<file path="src/rtl/rx_parity_accumulator.sv">
// rtl/rx_parity_accumulator.sv - serial bit-by-bit parity accumulator for the USART receive path
module rx_parity_accumulator #(
    parameter int MAX_DATA_BITS = 9,
    parameter int BITS_W        = 4,
    parameter int CNT_W         = 8
) (
    input  logic              i_clk,
    input  logic              i_rst,
    input  logic              i_start,
    input  logic [BITS_W-1:0] i_data_bits,
    input  logic              i_parity_en,
    input  logic              i_parity_odd,
    input  logic              i_bit_valid,
    input  logic              i_bit,
    input  logic              i_err_clr,
    output logic              o_busy,
    output logic              o_done,
    output logic              o_parity_err,
    output logic              o_parity_calc,
    output logic [CNT_W-1:0]  o_err_cnt
);

    typedef enum logic [1:0] {
        S_IDLE   = 2'd0,
        S_DATA   = 2'd1,
        S_PARITY = 2'd2
    } state_t;

    localparam logic [BITS_W-1:0] MAX_BITS = BITS_W'(MAX_DATA_BITS);
    localparam logic [CNT_W-1:0]  CNT_MAX  = '1;

    state_t            state_q, state_d;
    logic [BITS_W-1:0] bit_cnt_q, bit_cnt_d;
    logic [BITS_W-1:0] n_q, n_d;
    logic              acc_q, acc_d;
    logic              odd_q, odd_d;
    logic              par_en_q, par_en_d;
    logic              done_q, done_d;
    logic              perr_q, perr_d;
    logic [CNT_W-1:0]  cnt_q, cnt_d;

    logic [BITS_W-1:0] n_eff;
    logic [BITS_W-1:0] bit_cnt_inc;
    logic              frame_err;
    logic              cnt_inc;

    // Clamp the requested width into 1..MAX_DATA_BITS before latching it
    always_comb begin
        n_eff = i_data_bits;
        if (i_data_bits == '0) begin
            n_eff = BITS_W'(1);
        end else if (i_data_bits > MAX_BITS) begin
            n_eff = MAX_BITS;
        end
    end

    // Frame sequencing: start latches config, data bits fold into the accumulator, parity bit is judged
    always_comb begin
        state_d     = state_q;
        bit_cnt_d   = bit_cnt_q;
        n_d         = n_q;
        acc_d       = acc_q;
        odd_d       = odd_q;
        par_en_d    = par_en_q;
        done_d      = 1'b0;
        perr_d      = perr_q;
        frame_err   = 1'b0;
        cnt_inc     = 1'b0;
        bit_cnt_inc = bit_cnt_q + BITS_W'(1);

        if (i_start) begin
            // A start always wins, aborting any frame in flight and dropping a same-cycle bit
            n_d       = n_eff;
            par_en_d  = i_parity_en;
            odd_d     = i_parity_odd;
            acc_d     = 1'b0;
            bit_cnt_d = '0;
            perr_d    = 1'b0;
            state_d   = S_DATA;
        end else begin
            case (state_q)
                S_DATA: begin
                    if (i_bit_valid) begin
                        acc_d     = acc_q ^ i_bit;
                        bit_cnt_d = bit_cnt_inc;
                        if (bit_cnt_inc == n_q) begin
                            if (par_en_q) begin
                                state_d = S_PARITY;
                            end else begin
                                state_d = S_IDLE;
                                done_d  = 1'b1;
                                perr_d  = 1'b0;
                            end
                        end
                    end
                end
                S_PARITY: begin
                    if (i_bit_valid) begin
                        frame_err = acc_q ^ odd_q ^ i_bit;
                        perr_d    = frame_err;
                        done_d    = 1'b1;
                        cnt_inc   = frame_err;
                        state_d   = S_IDLE;
                    end
                end
                default: begin
                    // Idle: stray bits are ignored and the accumulator holds
                end
            endcase
        end
    end

    // Saturating error counter; a clear overrides a coincident increment
    always_comb begin
        cnt_d = cnt_q;
        if (i_err_clr) begin
            cnt_d = '0;
        end else if (cnt_inc && (cnt_q != CNT_MAX)) begin
            cnt_d = cnt_q + CNT_W'(1);
        end
    end

    // State and registered outputs, cleared asynchronously
    always_ff @(posedge i_clk or posedge i_rst) begin
        if (i_rst) begin
            state_q   <= S_IDLE;
            bit_cnt_q <= '0;
            n_q       <= BITS_W'(1);
            acc_q     <= 1'b0;
            odd_q     <= 1'b0;
            par_en_q  <= 1'b0;
            done_q    <= 1'b0;
            perr_q    <= 1'b0;
            cnt_q     <= '0;
        end else begin
            state_q   <= state_d;
            bit_cnt_q <= bit_cnt_d;
            n_q       <= n_d;
            acc_q     <= acc_d;
            odd_q     <= odd_d;
            par_en_q  <= par_en_d;
            done_q    <= done_d;
            perr_q    <= perr_d;
            cnt_q     <= cnt_d;
        end
    end

    assign o_busy        = (state_q != S_IDLE);
    assign o_done        = done_q;
    assign o_parity_err  = perr_q;
    assign o_parity_calc = acc_q ^ odd_q;
    assign o_err_cnt     = cnt_q;

endmodule

</file>
<file path="config.mk">
export PLATFORM = sky130hd
export DESIGN_NAME = rx_parity_accumulator
export DESIGN_NICKNAME = d
export VERILOG_FILES = /design/src/rtl/rx_parity_accumulator.sv
export SDC_FILE = /design/constraint.sdc
export NUM_CORES = 1
export LEC_CHECK = 0
export BUFFER_PORTS_ARGS = -buffer_cell sky130_fd_sc_hd__buf_2
export CAP_MARGIN = 30
export CORE_MARGIN = 5
export CORE_UTILIZATION = 54
export DETAILED_ROUTE_END_ITERATION = 10
export GPL_TIMING_DRIVEN = 0
export PLACE_DENSITY = 0.78
export SLEW_MARGIN = 25
export SYNTH_ARGS = -nofsm -noshare
export SYNTH_HDL_FRONTEND = slang
export SYNTH_SLANG_ARGS = --single-unit
</file>
<file path="constraint.sdc">
create_clock -name i_clk -period 2.3 [get_ports i_clk]
set_clock_uncertainty 0.05 [all_clocks]
set_input_delay 0.46 -clock i_clk [delete_from_list [all_inputs] [get_ports i_clk]]
set_output_delay 0.46 -clock i_clk [all_outputs]
set_load 0.01 [all_outputs]
</file>
==> impl_metrics.csv <==
group,metric,value,unit
die,initial_core_util,57.14,%
timing,max_freq,548.8,MHz
clocking,htree_num_levels,1,
route,via_per_inst,5.535,
die,rows,17,
clocking,cts_buffer_depth,2,
finish,area_growth_syn_to_layout,15.10,%
critical_path,arrival,1.97,ns
yosys,synth_nets,147,
finish,final_layout_size_suffix_gt1_share,21.02,%
yosys,syn_inst,130,
power,vdd_drop_max,0.3958,mV
finish,fin_cells,185,
timing,tightest_slew,0.4712,ns
die,die_y,58.62,um
timing,setup_viol,0,
timing,timing.slew.headroom,68.59,%
die,core-area,0.002233,mm2
global_route,grt_first_pass_wirelength,4374,um
finish,fill_cells,196,
yosys,ys_ff_latch,23,
hold_path,hold_path.class,"in -> reg",
critical_path,crit_type,"reg -> reg",
die,io_pins,24,
clocking,clock-sinks,23,
clocking,clk_pin_slew,0.12,ns
run_status,status,"finished clean",
clocking,clk_latency,0.31,ns
run,cap_viol_max_count,0,
yosys,syn_area_per_cell,9.817,um2
placement,port_buffers,21,
route,drtIter0Drc,27,
critical_path,critPathCaptureType,"flop",
power,p_per_area,540.7,mW/mm2
finish,finalNetCount,175,
clocking,cts_resized,0,
timing,post-route-min-period,1.822,ns
placement,place_inst,179,
route,top_layer,"met4",
finish,multi_input_area,653.1,um2
global_route,antenna_found_initial,0,
critical_path,crit_required,2.44,ns
die,die_x,58.62,um
route,drtPass1Iterations,4,
clocking,numCtsBuffers,3,
route,wl_per_cell,13.65,um
placement,gp_congestion,0.7843,
power,p_leak,0.6894,nW
yosys,synth_seq_area_share,45.20,%
route,drcViolationCount,0,
route,ant_nets,0,
clocking,cts-root-buf,"clkbuf_4",
route,routed-wl-met2,1216,um
placement,pre_cts_ws,0.5094,ns
route,met3_length,87,um
clocking,cts_tree,"built",
die,die_area,0.003436,mm2
yosys,synth.area.top_cells,"dfrtp_1 (43%), xnor2_1 (5.5%), ha_1 (4.9%)",
yosys,syn-cell-area,0.001276,mm2
timing,period_share,79.22,%
yosys,synth_top_area_share,43.14,%
route,drt-met1-wl,1161,um
finish,regArea,576.8,um2
route,wirelength,2525,um
route,vias,1024,
placement,hpwl,1936,um
timing,layout_setup_ws,0.4779,ns
critical_path,crit_path_start_kind,"flop",
global_route,first_global_vias,961,
global_route,overflow,0,
global_route,grt.total_usage,16.24,%
finish,mostFrequentLayoutCells,"buf_2 (22), dfrtp_1 (22), nor2_1 (16)",
global_route,grt_max_degree,24,
timing,finalHoldViolations,0,
critical_path,ff2ff_setup_slack,0.48,ns
timing,rsz0062_at_grt,"no",
yosys,synth_top_area_cell,"dfrtp_1",
yosys,yosys_warnings,0,
clocking,post_cts_buffers,0,
timing,finalSetupTns,0,ns
finish,insertedDiodeCount,0,
yosys,synth_cell_types,33,
timing,final_max_slew_viol_count,0,
critical_path,critPathMaxFanout,4,
[worst max-delay path, stage by stage, from the launching register on]
cell and delay [ns]:
dfrtp_1 0.45, ha_1 0.34, xor2_1 0.15, nor2_1 0.12, a21boi_0 0.13, o311ai_0 0.34
o41ai_1 0.13
[synthesized netlist by cell type]
cell type,count
nand4_1,2
dfstp_2,1
a221o_1,1
nand2_1,11
mux2i_1,2
o311ai_0,1
xor2_1,7
inv_1,9
dfrtp_1,22
nand3_1,8
o21ai_0,5
xor3_2,1
nand3_4,1
buf_1,1
o22ai_1,1
o211a_1,1
mux2_2,2
nor3_1,3
nor2b_1,2
o2bb2ai_1,1
or3_1,3
nor2_1,16
ha_1,5
nand4b_1,1
nor4_4,1
a21boi_0,1
buf_2,1
o41ai_1,1
xnor2_1,8
a21oi_1,7
and4_1,2
clkbuf_1,1
a31oi_1,1
[cell families after synthesis]
logic type | synth area share [%]
XOR/XNOR | 12.25
adder cells (fa/ha/maj) | 4.902
multiplexers | 3.333
flip-flops | 45.20
AO/OA/AOI/OAI | 9.903
buffers and inverters | 3.626
AND/OR/NAND/NOR | 20.78
[stage by stage]
step                      hold slack (ns)  total power [W]  utilization [%]  instance area (um2)
after global routing               0.3060        0.0008469            65.77                 1469
after floorplan                    0.4112        0.0005718                -                 1276
after detailed placement           0.4611        0.0006152            63.42                 1416
after CTS                          0.2608        0.0008075            64.65                 1444
after global placement             0.4440        0.0006078            63.42                 1416
final                              0.2969        0.0007942            65.77                 1469
[routing by layer]
metal | up-vias | global-route usage [%]
li1 | 506 | -
met1 | 489 | 22.70
met2 | 22 | 24.88
met3 | 7 | 2.412
met4 | 0 | 7.443
met5 | - | 0
[power breakdown]
group	internal (W)	switching (W)
Combinational	0.0000731	0.0000909
Sequential	0.000427	0.0000190
Clock	0.0000650	0.000119
Total	0.000565	0.000229
[registers in the layout, indices dropped and copies added (netlist names)]
name	cells
acc_q	1
bit_cnt_q	4
n_q	4
o_done	1
o_err_cnt	8
o_parity_err	1
odd_q	1
par_en_q	1
state_q	2
[cell type report]
type / count / area share [%]
Multi-Input combinational cell: 95 / 44.46
Sequential cell: 23 / 39.27
Timing Repair Buffer: 23 / 8.859
Tap cell: 28 / 2.385
Inverter: 9 / 2.300
Clock buffer: 3 / 1.533
Buffer: 3 / 0.8518
Clock inverter: 1 / 0.3407
[path summary, 6_finish.rpt]
path	cells after the start	startpoint	to
min reg2reg	2	n_q[0]	n_q[0]
min in group asynchronous	3	i_rst	odd_q
max	6	bit_cnt_q[0]	o_parity_err
min	3	i_parity_en	par_en_q
max in group asynchronous	4	i_rst	n_q[0]
max reg2reg	6	bit_cnt_q[0]	o_parity_err
[repair_timing]
| action | CTS | global route |
|---|---|---|
| hold endpoints to repair | 0 | 4 |
| hold buffers | 0 | 1 |
| setup endpoints to repair | 0 | 0 |
No activity file was read; power rests on OpenSTA's default activity.
